[src/rtl/pc_gen_pkg.sv]
`default_nettype none
// ============================================================================
//  Module      : pc_gen_pkg
//  Description : Shared definitions for the program-counter generator:
//                FSM state encoding, chip-enable constants and the default
//                reset vector / sequential step.
//  Revision    : 1.0 - initial release
// ============================================================================
package pc_gen_pkg;

  // Two-state fetch FSM: IDLE holds ce low, FETCH issues requests.
  typedef enum logic [0:0] {
    IDLE  = 1'b0,
    FETCH = 1'b1
  } pc_state_e;

  localparam logic ChipEnable  = 1'b1;
  localparam logic ChipDisable = 1'b0;

  localparam logic [31:0] DEFAULT_RESET_VEC = 32'h0000_0000;
  localparam int          DEFAULT_STEP      = 4;

endpackage : pc_gen_pkg
`default_nettype wire

[src/rtl/pc_gen_if.sv]
`default_nettype none
// ============================================================================
//  Module      : pc_gen_if
//  Description : Fetch-side bundle of the program-counter generator.
//                The master modport is taken by pc_gen (it originates fetch
//                requests); the slave modport is for the pipeline / memory.
//  Ports       : stall_i, branch_flag_i, branch_target_i, gnt_i   -> pc_gen
//                exc_flag_i, exc_target_i (only with PC_EXC_EN)  -> pc_gen
//                ce, req_o, pc, addr_err_o                       <- pc_gen
//  Macro       : PC_EXC_EN adds the exception redirect signals.
//  Revision    : 1.0 - initial release
// ============================================================================
interface pc_gen_if #(
  parameter int ADDR_W = 32
) ();

  logic              stall_i;
  logic              branch_flag_i;
  logic [ADDR_W-1:0] branch_target_i;
`ifdef PC_EXC_EN
  logic              exc_flag_i;
  logic [ADDR_W-1:0] exc_target_i;
`endif
  logic              gnt_i;
  logic              ce;
  logic              req_o;
  logic [ADDR_W-1:0] pc;
  logic              addr_err_o;

  modport master (
    input  stall_i, branch_flag_i, branch_target_i,
`ifdef PC_EXC_EN
    input  exc_flag_i, exc_target_i,
`endif
    input  gnt_i,
    output ce, req_o, pc, addr_err_o
  );

  modport slave (
    output stall_i, branch_flag_i, branch_target_i,
`ifdef PC_EXC_EN
    output exc_flag_i, exc_target_i,
`endif
    output gnt_i,
    input  ce, req_o, pc, addr_err_o
  );

endinterface : pc_gen_if
`default_nettype wire

[src/rtl/pc_redirect_q.sv]
`default_nettype none
// ============================================================================
//  Module      : pc_redirect_q
//  Description : Single-entry pending redirect register. Merges the redirect
//                arriving this cycle with the one already pending and
//                presents the effective redirect to the PC register.
//                Exceptions beat branches, both same-cycle and against a
//                pending entry; otherwise the newer redirect wins.
//  Ports       : clk, rst (async, active-low)
//                i_active        - FSM in FETCH; redirects are ignored else
//                i_fire          - PC advances this cycle; pending clears
//                i_br_flag/_target, i_exc_flag/_target (PC_EXC_EN)
//                o_valid/o_target - effective redirect (aligned)
//                o_addr_err      - misaligned target captured last cycle
//  Macro       : PC_EXC_EN enables the exception input pair.
//  Revision    : 1.0 - initial release
// ============================================================================
module pc_redirect_q #(
  parameter int ADDR_W = 32,
  parameter int STEP   = 4
) (
  input  wire              clk,
  input  wire              rst,
  input  wire              i_active,
  input  wire              i_fire,
  input  wire              i_br_flag,
  input  wire [ADDR_W-1:0] i_br_target,
`ifdef PC_EXC_EN
  input  wire              i_exc_flag,
  input  wire [ADDR_W-1:0] i_exc_target,
`endif
  output logic              o_valid,
  output logic [ADDR_W-1:0] o_target,
  output logic              o_addr_err
);

  localparam logic [ADDR_W-1:0] c_ALIGN_MASK = ADDR_W'(STEP - 1);

  logic              r_pend_valid;
  logic              r_pend_exc;
  logic [ADDR_W-1:0] r_pend_target;
  logic              r_addr_err;

  logic              w_in_valid;
  logic              w_in_exc;
  logic [ADDR_W-1:0] w_in_raw;
  logic [ADDR_W-1:0] w_in_target;
  logic              w_in_misaligned;
  logic              w_take_in;

  // Select this cycle's incoming redirect; exception has priority.
  always_comb begin
    w_in_valid = 1'b0;
    w_in_exc   = 1'b0;
    w_in_raw   = '0;
    if (i_active) begin
`ifdef PC_EXC_EN
      if (i_exc_flag) begin
        w_in_valid = 1'b1;
        w_in_exc   = 1'b1;
        w_in_raw   = i_exc_target;
      end else
`endif
      if (i_br_flag) begin
        w_in_valid = 1'b1;
        w_in_raw   = i_br_target;
      end
    end
  end

  assign w_in_target     = w_in_raw & ~c_ALIGN_MASK;
  assign w_in_misaligned = |(w_in_raw & c_ALIGN_MASK);

  // A branch may not displace a pending exception; everything else replaces
  // whatever is pending.
  assign w_take_in = w_in_valid & ~(r_pend_valid & r_pend_exc & ~w_in_exc);

  assign o_valid    = w_take_in | r_pend_valid;
  assign o_target   = w_take_in ? w_in_target : r_pend_target;
  assign o_addr_err = r_addr_err;

  always_ff @(posedge clk or negedge rst) begin
    if (!rst) begin
      r_pend_valid  <= 1'b0;
      r_pend_exc    <= 1'b0;
      r_pend_target <= '0;
      r_addr_err    <= 1'b0;
    end else begin
      r_addr_err <= w_take_in & w_in_misaligned;
      if (i_fire) begin
        // Consumed now (either the incoming or the pending target).
        r_pend_valid <= 1'b0;
        r_pend_exc   <= 1'b0;
      end else if (w_take_in) begin
        r_pend_valid  <= 1'b1;
        r_pend_exc    <= w_in_exc;
        r_pend_target <= w_in_target;
      end
    end
  end

endmodule : pc_redirect_q
`default_nettype wire

[src/rtl/pc_gen.sv]
`default_nettype none
// ============================================================================
//  Module      : pc_gen
//  Description : Instruction-fetch program-counter generator. After reset
//                it issues sequential fetches from RESET_VEC in steps of
//                STEP bytes, advancing only when the request is granted and
//                the pipeline is not stalled. Branch (and optionally
//                exception) redirects are queued in pc_redirect_q and take
//                effect on the next advance; the fetch at the redirect-cycle
//                PC (delay slot) is not suppressed.
//  Ports       : clk, rst (async, active-low)
//                bus (pc_gen_if.master): stall_i, branch_flag_i,
//                branch_target_i, [exc_flag_i, exc_target_i], gnt_i,
//                ce, req_o, pc, addr_err_o
//  Macro       : PC_EXC_EN enables exception redirects.
//  Revision    : 1.0 - initial release
// ============================================================================
module pc_gen
  import pc_gen_pkg::*;
#(
  parameter int                ADDR_W    = 32,
  parameter int                STEP      = DEFAULT_STEP,
  parameter logic [ADDR_W-1:0] RESET_VEC = ADDR_W'(DEFAULT_RESET_VEC)
) (
  input wire        clk,
  input wire        rst,
  pc_gen_if.master  bus
);

  localparam logic [ADDR_W-1:0] c_STEP = ADDR_W'(STEP);

  pc_state_e         r_state;
  pc_state_e         w_state_nxt;
  logic              w_ce;
  logic              w_fire;
  logic [ADDR_W-1:0] r_pc;
  logic              w_redir_valid;
  logic [ADDR_W-1:0] w_redir_target;
  logic              w_addr_err;

  // ---------------- FSM ----------------
  always_ff @(posedge clk or negedge rst) begin
    if (!rst) r_state <= IDLE;
    else      r_state <= w_state_nxt;
  end

  always_comb begin
    w_state_nxt = r_state;
    w_ce        = ChipDisable;
    case (r_state)
      IDLE: begin
        w_state_nxt = FETCH;
      end
      FETCH: begin
        w_state_nxt = FETCH;
        w_ce        = ChipEnable;
      end
      default: begin
        w_state_nxt = IDLE;
      end
    endcase
  end

  assign w_fire = w_ce & bus.gnt_i & ~bus.stall_i;

  // ---------------- pending redirect ----------------
  pc_redirect_q #(
    .ADDR_W (ADDR_W),
    .STEP   (STEP)
  ) u_redirect_q (
    .clk          (clk),
    .rst          (rst),
    .i_active     (w_ce),
    .i_fire       (w_fire),
    .i_br_flag    (bus.branch_flag_i),
    .i_br_target  (bus.branch_target_i),
`ifdef PC_EXC_EN
    .i_exc_flag   (bus.exc_flag_i),
    .i_exc_target (bus.exc_target_i),
`endif
    .o_valid      (w_redir_valid),
    .o_target     (w_redir_target),
    .o_addr_err   (w_addr_err)
  );

  // ---------------- PC register ----------------
  // IDLE pins the PC to RESET_VEC so the first FETCH cycle presents it.
  always_ff @(posedge clk or negedge rst) begin
    if (!rst) begin
      r_pc <= RESET_VEC;
    end else if (r_state == IDLE) begin
      r_pc <= RESET_VEC;
    end else if (w_fire) begin
      r_pc <= w_redir_valid ? w_redir_target : (r_pc + c_STEP);
    end
  end

  assign bus.ce         = w_ce;
  assign bus.req_o      = w_ce;
  assign bus.pc         = r_pc;
  assign bus.addr_err_o = w_addr_err;

endmodule : pc_gen
`default_nettype wire
[src/flat_wrapper.sv]
// flat-port wrapper written by rule: the top's interface ports become plain ports
module pc_gen_flat import pc_gen_pkg::*;
#(
  parameter int                ADDR_W    = 32,
  parameter int                STEP      = DEFAULT_STEP,
  parameter logic [ADDR_W-1:0] RESET_VEC = ADDR_W'(DEFAULT_RESET_VEC)
)
  (clk, rst, bus_stall_i, bus_branch_flag_i, bus_branch_target_i, bus_gnt_i, bus_ce, bus_req_o, bus_pc, bus_addr_err_o);
  pc_gen_if #(.ADDR_W(ADDR_W)) bus_i ();
  input wire clk;
  input wire rst;
  input wire logic [$bits(bus_i.stall_i)-1:0] bus_stall_i;
  input wire logic [$bits(bus_i.branch_flag_i)-1:0] bus_branch_flag_i;
  input wire logic [$bits(bus_i.branch_target_i)-1:0] bus_branch_target_i;
  input wire logic [$bits(bus_i.gnt_i)-1:0] bus_gnt_i;
  output wire logic [$bits(bus_i.ce)-1:0] bus_ce;
  output wire logic [$bits(bus_i.req_o)-1:0] bus_req_o;
  output wire logic [$bits(bus_i.pc)-1:0] bus_pc;
  output wire logic [$bits(bus_i.addr_err_o)-1:0] bus_addr_err_o;
  assign bus_i.stall_i = bus_stall_i;
  assign bus_i.branch_flag_i = bus_branch_flag_i;
  assign bus_i.branch_target_i = bus_branch_target_i;
  assign bus_i.gnt_i = bus_gnt_i;
  assign bus_ce = bus_i.ce;
  assign bus_req_o = bus_i.req_o;
  assign bus_pc = bus_i.pc;
  assign bus_addr_err_o = bus_i.addr_err_o;
  pc_gen #(.ADDR_W(ADDR_W), .STEP(STEP), .RESET_VEC(RESET_VEC)) u_core (.clk(clk), .rst(rst), .bus(bus_i));
endmodule
[config.mk]
export PLATFORM = sky130hd
export DESIGN_NAME = pc_gen_flat
export DESIGN_NICKNAME = d
export VERILOG_FILES = /design/src/rtl/pc_gen_pkg.sv /design/src/rtl/pc_gen_if.sv /design/src/rtl/pc_redirect_q.sv /design/src/rtl/pc_gen.sv /design/src/flat_wrapper.sv
export SDC_FILE = /design/constraint.sdc
export NUM_CORES = 1
export LEC_CHECK = 0
export CAP_MARGIN = 25
export CORE_MARGIN = 10
export CORE_UTILIZATION = 47
export DETAILED_ROUTE_END_ITERATION = 6
export HOLD_SLACK_MARGIN = 0.02
export PLACE_DENSITY = 0.89
export SLEW_MARGIN = 10
export SYNTH_ARGS = -nofsm -noshare
export SYNTH_HDL_FRONTEND = slang
export SYNTH_SLANG_ARGS = --single-unit
[constraint.sdc]
create_clock -name clk -period 2.1 [get_ports clk]
set_input_delay 0.42 -clock clk [delete_from_list [all_inputs] [get_ports clk]]
set_output_delay 0.42 -clock clk [all_outputs]
set_load 0.02 [all_outputs]
==> impl_metrics.tcl <==
set metrics [dict create \
    antenna_found_initial 0 \
    max_freq_mhz 493 \
    r2r_end "u_core.bus.pc[30]" \
    drtIter0Drc 332 \
    ys.flop_type "dfrtp_1" \
    die_x_um 108 \
    routed_via_density 6.03 \
    grt_overflow 0 \
    clk_latency_ps 350 \
    ios 72 \
    p_sw_uw 927 \
    crit_path_end_kind "primary output" \
    path_cells "clkdlybuf4s50_1" \
    period_share_pct 96.5 \
    setup_viol_count_final 0 \
    worst_path_max_delay_cell "clkdlybuf4s50_1" \
    clock_tree.root_cell "clkbuf_8" \
    crit_family "buffers and inverters" \
    r2r_slack_ps 110 \
    cts_tree "built" \
    leakage_uw 0.00201 \
    syn_inst 381 \
    final_hold_viol_count 0 \
    die_y_um 108 \
    grt_pass1_wl_um 17300 \
    total_power_uw 3100 \
    worstPathMaxFanout 11 \
    synth_seq_cells 67 \
    syn_nets 419 \
    final_common_cell "clkdlybuf4s50_1" \
    synth_cell_types 46 \
    crit_buf_inv 1 \
    clk_pin_slew_worst_paths_ps 70 \
    cts_buffer_depth 2 \
    worstPathArrival_ps 1610 \
    cts_inserted_buffers 9 \
    dr.pass1.iters 5 \
    maxCapViolations 0 \
    sequentialPowerShare_pct 50.3 \
    grt_pass1_vias 3529 \
    period_needed_ps 2030 \
    core_area_um2 7370 \
    ys_seq_area_share_pct 46.2 \
    drv_slew 0 \
    hpwlAfterDp_um 7390 \
    power_switching_share_pct 29.9 \
    placementRows 31 \
    synth_edf_count 0 \
    most-common-layout-cells "clkdlybuf4s50_1, nand2_1, dfrtp_1, mux2_2" \
    cpPeakStageDelay_ps 680 \
    vdd_drop_max_uv 410 \
    remaining_drc_errors 0 \
    clock-sinks 67 \
    areaGrowthSynthToFinish_pct 33.1 \
    diodes 0 \
    rr_worst_depth 6 \
    skew_ps 5.60 \
    ant_nets 0 \
    grt_max_degree 68 \
    track_usage_pct 18.3 \
    die_area_um2 11600 \
    p_per_area_nw_per_um2 643 \
    wl_per_cell_um 18.1 \
    hold_class "in -> async" \
    critical_path_required_ps 1680 \
    synth_area_um2 3630 \
    drive_gt1_share_pct 18.5 \
    clkPwrFrac_pct 30.1 \
    fin_util_pct 65.5 \
    port_buffers 71 \
    fin_nets 509 \
    gp_congestion 0.916 \
    synth-warning-count 0 \
    outcome "complete, no violations" \
    async_flop_share_pct 100 \
    syn_avg_cell_area_um2 9.52 \
    cts.htree.levels 3 \
    routed_wl_um 10400 \
    start_util_pct 49.2 \
    power.internal_uw 2180 \
    start_kind "flip-flop" \
    p_comb_share_pct 19.6 \
    holdBufCountCts 0 \
    setup.worst_path.class "reg -> out" \
    vias 3470 \
    r2r-start "u_core.bus.pc[3]" \
]
[final cells by class]
cell class	instances	area, µm²
inverter	6	22.5
clock inverter	7	45.0
tap	99	124
sequential	67	1680
fill	592	2540
multi-input combinational	287	1860
timing repair buffer	100	973
clock buffer	9	124
[metal layers]
| metal | wire length [µm] | track usage, % | vias up |
|---|---|---|---|
| met4 | 186 | 7.82 | 0 |
| met5 | 0 | 0 | - |
| met3 | 915 | 4.19 | 20 |
| met2 | 5160 | 30.2 | 183 |
| li1 | - | - | 1589 |
| met1 | 4140 | 22.3 | 1678 |
[state kept, by name, summed over array words and instances (netlist names)]
signal / count
u_core.r_state: 1
u_core.u_redirect_q.r_pend_valid: 1
u_core.bus.pc: 32
u_core.u_redirect_q.o_addr_err: 1
u_core.u_redirect_q.r_pend_target: 32
[per-stage QoR]
step / hold WS [ps] / cells / setup slack (ps) / instance area [µm²] / TNS [ps]
finish: 69.7 / 575 / 72.5 / 4830 / 0
CTS: 105 / 572 / 15.1 / 4780 / 0
floorplan: 124 / 381 / 68.1 / 3630 / 0
global route: 116 / 575 / -0.726 / 4830 / -0.726
global placement: 462 / 556 / 104 / 4610 / 0
detailed placement: 467 / 556 / 16.3 / 4610 / 0
[cells in the mapped netlist, types with 2 or more instances]
cell type / n / share of area, %
a211o_1: 3 / 0.72
a21oi_1: 18 / 2.5
a221o_1: 3 / 0.83
a22oi_1: 2 / 0.41
a31oi_1: 7 / 1.2
a41oi_1: 2 / 0.48
and2_1: 5 / 0.86
buf_1: 3 / 0.31
buf_2: 5 / 0.69
buf_4: 2 / 0.41
clkbuf_1: 11 / 1.1
dfrtp_1: 67 / 46
inv_1: 6 / 0.62
mux2_2: 30 / 9.3
mux2i_1: 13 / 3.6
nand2_1: 68 / 7.0
nand2b_1: 3 / 0.52
nand3_1: 12 / 1.7
nand4_1: 17 / 2.9
nor2_1: 22 / 2.3
nor3_1: 8 / 1.1
nor4_1: 4 / 0.69
nor4_2: 2 / 0.69
o211ai_1: 4 / 0.83
o21ai_0: 25 / 3.4
o221ai_1: 8 / 1.9
o311ai_0: 5 / 1.2
o32ai_1: 2 / 0.48
or3_1: 6 / 1.0
or3_4: 2 / 0.62
[repair_timing]
item                       4_1_cts  5_1_grt
resized for setup                0        6
setup endpoints to repair        0        6
setup buffers                    0        3
[worst max path at each step]
| stage | startpoint | endpoint | slack [ps] | cells past startpoint |
|---|---|---|---|---|
| final | u_core.r_state | bus_ce | 70 | 1 |
| after CTS | u_core.bus.pc[2] | u_core.bus.pc[18] | 20 | 7 |
| after global routing | u_core.bus.pc[3] | u_core.bus.pc[30] | -0.7 | 6 |
| after detailed placement | bus_gnt_i | u_core.bus.pc[30] | 20 | 6 |
| after floorplan | u_core.bus.pc[2] | u_core.bus.pc[30] | 70 | 6 |
| after global placement | bus_gnt_i | u_core.u_redirect_q.r_pend_target[19] | 100 | 6 |
[logic make-up after synthesis]
group	Yosys count	share of synthesized area [%]
simple gates	157	21.7
compound gates	84	15.4
flops	67	46.2
mux	43	12.9
buf+inv	27	3.17
fa+ha+maj	1	0.345
other cells	1	0.103
xor+xnor	1	0.241
[power by group through the flow]
| stage | registers [µW] | clock network [µW] | logic [µW] |
|---|---|---|---|
| after floorplan | 1590 | 0 | 288 |
| after detailed placement | 1580 | 0 | 603 |
| after CTS | 1550 | 946 | 608 |
| after global placement | 1560 | 0 | 585 |
| final | 1560 | 933 | 609 |
| after global routing | 1580 | 1010 | 668 |
Note: power is estimated with default switching activity, not from simulation.
